[src/rtl/systolic_drain_if.sv]
// Bus bundle for systolic_drain: skewed south inputs from the array and the
// valid/ready result-row stream toward writeback.
interface systolic_drain_if #(
    parameter int DATA_W = 16
);
    logic              in_valid;
    logic [DATA_W-1:0] in_south0;
    logic [DATA_W-1:0] in_south1;
    logic [DATA_W-1:0] in_south2;
    logic              out_valid;
    logic              out_ready;
    logic [DATA_W-1:0] out_col0;
    logic [DATA_W-1:0] out_col1;
    logic [DATA_W-1:0] out_col2;
    logic              out_last;

    modport master (
        output in_valid, in_south0, in_south1, in_south2, out_ready,
        input  out_valid, out_col0, out_col1, out_col2, out_last
    );
    modport slave (
        input  in_valid, in_south0, in_south1, in_south2, out_ready,
        output out_valid, out_col0, out_col1, out_col2, out_last
    );
endinterface

[src/rtl/systolic_drain.sv]
// Output deskew + drain FIFO for the 3x3 systolic array: realigns staggered
// bottom-row columns into rows, tags tile ends, and never stalls the array.
module systolic_drain #(
    parameter int DATA_W    = 16,
    parameter int DEPTH     = 4,
    parameter int TILE_ROWS = 3
) (
    input  logic                     clk_i,
    input  logic                     rst_i,   // active-low, asynchronous
    input  logic                     clear_i,
    systolic_drain_if.slave          bus,
    output logic                     overflow_o,
    output logic [$clog2(DEPTH):0]   level_o
);
    localparam int AW = $clog2(DEPTH);
    localparam int CW = (TILE_ROWS > 1) ? $clog2(TILE_ROWS) : 1;

    typedef struct packed {
        logic              last;
        logic [DATA_W-1:0] c2;
        logic [DATA_W-1:0] c1;
        logic [DATA_W-1:0] c0;
    } row_t;

    logic [2:1]        vld_q;
    logic [DATA_W-1:0] c0_s1_q, c0_s2_q, c1_s1_q;
    row_t              mem_q [DEPTH];
    logic [AW:0]       wr_q, rd_q, wr_d, rd_d;
    logic [CW-1:0]     cnt_q, cnt_d;
    logic              ovf_q, ovf_d;

    logic              row_done, full, empty, pop, push;
    logic [AW:0]       level;
    row_t              row_d, head;

    // Deskew: col0 waits two cycles, col1 one, col2 arrives in the completion cycle.
    always_ff @(posedge clk_i or negedge rst_i) begin
        if (!rst_i) begin
            vld_q   <= '0;
            c0_s1_q <= '0;
            c0_s2_q <= '0;
            c1_s1_q <= '0;
        end else if (clear_i) begin
            vld_q   <= '0;
        end else begin
            vld_q <= {vld_q[1], bus.in_valid};
            if (bus.in_valid) c0_s1_q <= bus.in_south0;
            if (vld_q[1]) begin
                c0_s2_q <= c0_s1_q;
                c1_s1_q <= bus.in_south1;
            end
        end
    end

    always_comb begin
        row_done = vld_q[2];
        level    = wr_q - rd_q;
        empty    = (wr_q == rd_q);
        full     = (level == (AW+1)'(DEPTH));
        pop      = !empty && bus.out_ready;
        // A full FIFO still accepts the row when the head leaves in the same cycle.
        push     = row_done && (!full || pop);
        row_d    = '{last: (cnt_q == CW'(TILE_ROWS-1)),
                     c2: bus.in_south2, c1: c1_s1_q, c0: c0_s2_q};
        wr_d     = push ? wr_q + 1'b1 : wr_q;
        rd_d     = pop  ? rd_q + 1'b1 : rd_q;
        ovf_d    = ovf_q || (row_done && !push);
        cnt_d    = cnt_q;
        if (row_done) cnt_d = (cnt_q == CW'(TILE_ROWS-1)) ? '0 : cnt_q + 1'b1;
    end

    always_ff @(posedge clk_i or negedge rst_i) begin
        if (!rst_i) begin
            wr_q  <= '0;
            rd_q  <= '0;
            cnt_q <= '0;
            ovf_q <= 1'b0;
        end else if (clear_i) begin
            wr_q  <= '0;
            rd_q  <= '0;
            cnt_q <= '0;
            ovf_q <= 1'b0;
        end else begin
            wr_q  <= wr_d;
            rd_q  <= rd_d;
            cnt_q <= cnt_d;
            ovf_q <= ovf_d;
        end
    end

    // Storage is zeroed only by reset so the head reads 0 until the first push.
    always_ff @(posedge clk_i or negedge rst_i) begin
        if (!rst_i) begin
            for (int i = 0; i < DEPTH; i++) mem_q[i] <= '0;
        end else if (push && !clear_i) begin
            mem_q[wr_q[AW-1:0]] <= row_d;
        end
    end

    assign head          = mem_q[rd_q[AW-1:0]];
    assign bus.out_valid = !empty;
    assign bus.out_col0  = head.c0;
    assign bus.out_col1  = head.c1;
    assign bus.out_col2  = head.c2;
    assign bus.out_last  = head.last;
    assign overflow_o    = ovf_q;
    assign level_o       = level;
endmodule

[src/flat_wrapper.sv]
// flat-port wrapper written by rule: the top's interface ports become plain ports
module systolic_drain_flat 
#(
    parameter int DATA_W    = 16,
    parameter int DEPTH     = 4,
    parameter int TILE_ROWS = 3
)
  (clk_i, rst_i, clear_i, overflow_o, level_o, bus_in_valid, bus_in_south0, bus_in_south1, bus_in_south2, bus_out_ready, bus_out_valid, bus_out_col0, bus_out_col1, bus_out_col2, bus_out_last);
  systolic_drain_if #(.DATA_W(DATA_W)) bus_i ();
  input  logic clk_i;
  input  logic rst_i;
  input  logic clear_i;
  output logic overflow_o;
  output logic [$clog2(DEPTH):0] level_o;
  input wire logic [$bits(bus_i.in_valid)-1:0] bus_in_valid;
  input wire logic [$bits(bus_i.in_south0)-1:0] bus_in_south0;
  input wire logic [$bits(bus_i.in_south1)-1:0] bus_in_south1;
  input wire logic [$bits(bus_i.in_south2)-1:0] bus_in_south2;
  input wire logic [$bits(bus_i.out_ready)-1:0] bus_out_ready;
  output wire logic [$bits(bus_i.out_valid)-1:0] bus_out_valid;
  output wire logic [$bits(bus_i.out_col0)-1:0] bus_out_col0;
  output wire logic [$bits(bus_i.out_col1)-1:0] bus_out_col1;
  output wire logic [$bits(bus_i.out_col2)-1:0] bus_out_col2;
  output wire logic [$bits(bus_i.out_last)-1:0] bus_out_last;
  assign bus_i.in_valid = bus_in_valid;
  assign bus_i.in_south0 = bus_in_south0;
  assign bus_i.in_south1 = bus_in_south1;
  assign bus_i.in_south2 = bus_in_south2;
  assign bus_i.out_ready = bus_out_ready;
  assign bus_out_valid = bus_i.out_valid;
  assign bus_out_col0 = bus_i.out_col0;
  assign bus_out_col1 = bus_i.out_col1;
  assign bus_out_col2 = bus_i.out_col2;
  assign bus_out_last = bus_i.out_last;
  systolic_drain #(.DATA_W(DATA_W), .DEPTH(DEPTH), .TILE_ROWS(TILE_ROWS)) u_core (.clk_i(clk_i), .rst_i(rst_i), .clear_i(clear_i), .bus(bus_i), .overflow_o(overflow_o), .level_o(level_o));
endmodule
[config.mk]
export PLATFORM = sky130hd
export DESIGN_NAME = systolic_drain_flat
export DESIGN_NICKNAME = d
export VERILOG_FILES = /design/src/rtl/systolic_drain_if.sv /design/src/rtl/systolic_drain.sv /design/src/flat_wrapper.sv
export SDC_FILE = /design/constraint.sdc
export NUM_CORES = 1
export LEC_CHECK = 0
export CORE_MARGIN = 3
export CORE_UTILIZATION = 45
export CTS_CLUSTER_DIAMETER = 80
export DETAILED_ROUTE_END_ITERATION = 7
export PLACE_DENSITY = 0.66
export SLEW_MARGIN = 10
export SYNTH_ARGS = -nofsm -noshare
export SYNTH_HDL_FRONTEND = slang
export SYNTH_SLANG_ARGS = --single-unit
[constraint.sdc]
create_clock -name clk_i -period 3.4 [get_ports clk_i]
set_input_delay 1.02 -clock clk_i [delete_from_list [all_inputs] [get_ports clk_i]]
set_output_delay 1.02 -clock clk_i [all_outputs]
set_load 0.03 [all_outputs]
==> Word-level counts from Yosys, hierarchy flattened <==
Index checks and enable logic that the tools add are counted.
W data, S select, Z words.
{ "classes": {"n_bitwise": 3, "mux": 15, "n_eq_ne": 3, "reduce_logical": 16, "n_addsub": 4, "magnitude_cmp": 3} }
{ "op_table": {"columns": ["op", "n"], "rows": [
  ["$bwmux W196", 1],
  ["$mux W49", 3],
  ["$bmux W49 S2", 1],
  ["$demux W49 S2", 1],
  ["$mux W3", 4],
  ["$mux W2", 4],
  ["$add A3 B1 Y3 const B", 2],
  ["$ge A3 B3 Y1 const B", 2],
  ["$not A2 Y3", 2],
  ["$reduce_bool A2 Y1", 3],
  ["$logic_and A1 B1 Y1", 5],
  ["$logic_not A1 Y1", 4],
  ["$reduce_and A2 Y1", 2],
  ["$eq A3 B3 Y1", 1],
  ["$eq A3 B3 Y1 const B", 1],
  ["$lt A3 B1 Y1 const B", 1],
  ["$sub A3 B3 Y3", 1],
  ["$add A2 B1 Y2 const B", 1],
  ["$eq A2 B2 Y1 const B", 1],
  ["$logic_or A1 B1 Y1", 2],
  ["$mux W1", 1],
  ["$not A1 Y1", 1]
]} }
{ "word_totals": {"wordCells": 68, "in_bits": 53, "out_inout_bits": 54, "register_bits": 255} }

==> Depth between registers and ports, before layout <==
{ "logic_depth": {"depth_word": 9, "depth_mapped": 10, "ltp_nobuf": 7} }

==> Worst setup path after synthesis <==
OpenSTA, ideal clock, no wires.
{ "synth_timing": {"kind": "register -> output", "startpoint": "register u_core.wr_q[0]", "endpoint": "output level_o[2]", "path_stages_with_launch": 5, "t_arrival_ps": 1718, "n_path_buf": 0, "setup_slack_ps": 662, "t_required_ps": 2380, "path_cell_list": "dfrtp_1 inv_1 ha_1 fa_1 xnor2_1"} }
{ "synth_between": {"elab_chain_len": 1} }
{ "synth_lines": {"columns": ["item", "line", "source"], "rows": [
  ["start: declaration", "systolic_drain.sv:28", "logic [AW:0] wr_q, rd_q, wr_d, rd_d;"],
  ["start signal: assignment", "systolic_drain.sv:84", "wr_q <= wr_d;"],
  ["$sub A3 B3 Y3", "systolic_drain.sv:57", "level = wr_q - rd_q;"],
  ["end: declaration", "flat_wrapper.sv:14", "output logic [$clog2(DEPTH):0] level_o;"]
]} }
Every way passes these cells.

==> Final worst setup path <==
{ "layout_timing": {"startpoint": "register u_core.rd_q[0]", "endpoint": "output level_o[2]"} }
{ "layout_between": {"elab_chain_len": 1} }
{ "layout_lines": {"columns": ["item", "line", "source"], "rows": [
  ["start: declaration", "systolic_drain.sv:28", null],
  ["start signal: assignment", "systolic_drain.sv:85", "rd_q <= rd_d;"],
  ["$sub A3 B3 Y3", "systolic_drain.sv:57", null]
]} }
Every way passes these cells.

==> impl_metrics.tcl <==
set metrics [dict create \
    skew_ns 0.0126 \
    yosysUniqueCellTypes 33 \
    synth_edf_count 0 \
    start_kind "flop" \
    wire_per_inst_um 20.6 \
    grt_max_degree 104 \
    fp.dieW_um 162 \
    peakVddDrop_mv 0.505 \
    power_switching_mw 2.59 \
    clock_latency_ns 0.52 \
    drt_iter0_drc 273 \
    syn-num-nets 714 \
    start_util 0.463 \
    comb_power_share 0.251 \
    diodes 0 \
    cts_tree "built" \
    die_area_sq_mm 0.0263 \
    status "complete, no violations" \
    power_mw 8.80 \
    gr-total-overflow 0 \
    ioPinCount 107 \
    p_leak_nw 6.32 \
    critical_path_required_ns 2.38 \
    crit_chain "ha_1, fa_1, xnor2_1, buf_12" \
    multi_input_area_sq_mm 0.00438 \
    setup_violations 0 \
    cts_setup_buffers 0 \
    tightest_slew_ns 0.809 \
    routed_via_density 5.47 \
    die_h_um 162 \
    fin_setup_tns_ns 0 \
    ys_top_cells_by_count "255 x dfrtp_1, 204 x mux2_2, 49 x mux4_2, 40 x mux2_1, 13 x clkbuf_1" \
    yosys_register_bits 255 \
    numPortBuffers 106 \
    final.min_clock_period_ns 3.32 \
    hold_depth 1 \
    post-place-cells 1065 \
    ys_top_cells_by_area "dfrtp_1 58%, mux2_2 21%, mux4_2 10%" \
    layout-drive-gt1-share 0.418 \
    end_kind "output pin" \
    clock_sinks 255 \
    drc 0 \
    synth_area_sq_mm 0.0110 \
    maxCapViolCount 0 \
    yosys_warnings 0 \
    synth_top_area_cell "dfrtp_1" \
    cp_slowest_cell "dfrtp_4" \
    htreeDepth 1 \
    finalCritPeriodShare 0.977 \
    antenna_found_initial 0 \
    synthArstFlopShare 1.00 \
    seq_area_sq_mm 0.00639 \
    grtUsageTotal 0.178 \
    max_freq_ghz 0.301 \
    clockPowerShare 0.315 \
    grt_setup_unrepaired "false" \
    path_class "reg -> out" \
    yosysSeqAreaShare 0.581 \
    area_growth_pct 21.8 \
    final_cells 1110 \
    p_per_area_mw_per_mm2 657 \
    sw_frac_of_total 0.294 \
    slew_violations 0 \
    setup_ws_ns 0.0778 \
    max_slew_margin 0.461 \
    vias 6073 \
    grt_pass1_vias 6785 \
    max_stage_delay_ns 0.52 \
    final_antenna_net_count 0 \
    seqPwrFrac 0.434 \
    place_congestion 0.772 \
    firstDrtPassIters 4 \
    nFillCells 1856 \
    dpl_worst_slack_ns 0.281 \
    hold_violations 0 \
    hpwl_mm 14.6 \
    hold_buffers 0 \
    synthCells 653 \
    internal_power_mw 6.22 \
    clockRootBuffer "clkbuf_16" \
    core_area_sq_mm 0.0238 \
    synth_top_area_frac 0.581 \
    synth_ff_type "dfrtp_1" \
    rows 56 \
    cts_buffers 27 \
    wl_mm 22.8 \
    yosysMostFrequentCell "dfrtp_1" \
    syn_avg_cell_area_sq_um 16.8 \
    layout.nets 836 \
    clk_pin_slew_ns 0.06 \
    ff2ff_path_depth 7 \
    clockBufferDepth 3 \
    min_path_type "reg -> reg" \
    grt_pass1_wl_mm 37.3 \
    crit_path_max_fanout 6 \
    cp.arrival_ns 2.30 \
]
-- worst max-delay path, delay by kind of cell (launching register included) --
kind | cells | cell delay [ns]
fa+ha+maj | 2 | 0.73
buf+inv | 1 | 0.17
xor+xnor | 1 | 0.37
flops | 1 | 0.52
-- sequential cells by signal, summed over array words and instances (netlist names) --
name / count
u_core.mem_q: 196
u_core.c1_s1_q: 16
u_core.c0_s2_q: 16
u_core.vld_q: 2
u_core.cnt_q: 2
u_core.wr_q: 3
u_core.overflow_o: 1
u_core.c0_s1_q: 16
u_core.rd_q: 3
-- power by group through the flow --
stage / Sequential, mW / Clock, mW / Combinational [mW]
6_report: 3.82 / 2.77 / 2.21
5_1_grt: 3.89 / 2.98 / 2.35
4_1_cts: 3.82 / 2.86 / 2.26
3_5_place_dp: 3.87 / 0 / 2.45
3_3_place_gp: 3.82 / 0 / 2.41
2_1_floorplan: 3.75 / 0 / 1.54
-- logic make-up after synthesis --
family	count (synthesis)	synth area share
compound gates	15	0.0104
xor+xnor	5	0.00398
fa+ha+maj	8	0.00979
buf+inv	45	0.0255
flops	255	0.581
mux	293	0.350
simple gates	32	0.0195
-- timing repair --
| item | in CTS | in global routing |
|---|---|---|
| gates resized for setup | 51 | 1 |
| pin swaps | 0 | 0 |
| setup endpoints to repair | 50 | 1 |
-- cell usage in the layout (no fill, tap or decap), types with 2 or more instances in the layout --
cell	netlist	final
clkbuf_16	0	27
o21ai_0	3	3
clkinv_2	0	4
nor2_1	8	8
nand2_1	5	5
mux2_2	204	204
inv_1	6	6
mux4_2	49	49
clkdlybuf4s50_1	0	53
dfrtp_1	255	253
a21oi_1	3	3
buf_12	0	13
clkbuf_1	13	6
o31ai_1	2	2
xnor2_1	2	2
nand3_1	4	4
clkbuf_8	0	6
and2_1	2	2
ha_1	7	7
dlygate4sd2_1	0	50
nand2b_1	3	3
xor2_1	3	3
nand4b_4	0	4
mux2_1	40	40
o211ai_1	2	2
buf_4	12	13
-- routing by layer --
metal  GRT usage  vias up  part of all wire
met4      0.0446        0             0.024
li1            -     2661                 -
met3      0.0281       44             0.041
met1       0.242     3238              0.43
met2       0.304      130              0.50
met5           0        -                 0
-- stage by stage --
stage | utilization | hold WS (ns) | area (sq um)
finish | 0.564 | 0.489 | 13400
global route | 0.564 | 0.505 | 13400
CTS | 0.564 | 0.493 | 13400
detailed placement | 0.531 | 0.481 | 12600
global placement | 0.531 | 0.468 | 12600
floorplan | - | 0.459 | 11000
-- final timing paths --
| path | startpoint | to | slack, ns |
|---|---|---|---|
| setup / recovery | u_core.rd_q[0]$_DFFE_PN0P_ | level_o[2] | 0.08 |
| hold / removal | u_core.mem_q[58]$_DFFE_PN0P_ | u_core.mem_q[58]$_DFFE_PN0P_ | 0.49 |
| setup reg to reg | u_core.rd_q[0]$_DFFE_PN0P_ | u_core.mem_q[47]$_DFFE_PN0P_ | 0.56 |
| hold reg to reg | u_core.mem_q[58]$_DFFE_PN0P_ | u_core.mem_q[58]$_DFFE_PN0P_ | 0.49 |
| max in group asynchronous | rst_i | u_core.mem_q[183]$_DFFE_PN0P_ | 2.08 |
| min in group asynchronous | rst_i | u_core.mem_q[45]$_DFFE_PN0P_ | 0.52 |
-- area by class of cell --
type	count	area share
sequential	255	0.477
clock inverter	6	0.00439
multi-input combinational	353	0.327
clock buffer	39	0.0583
tap	319	0.0298
timing repair buffer	132	0.102
inverter	6	0.00168
(Power assumes the default switching activity.)
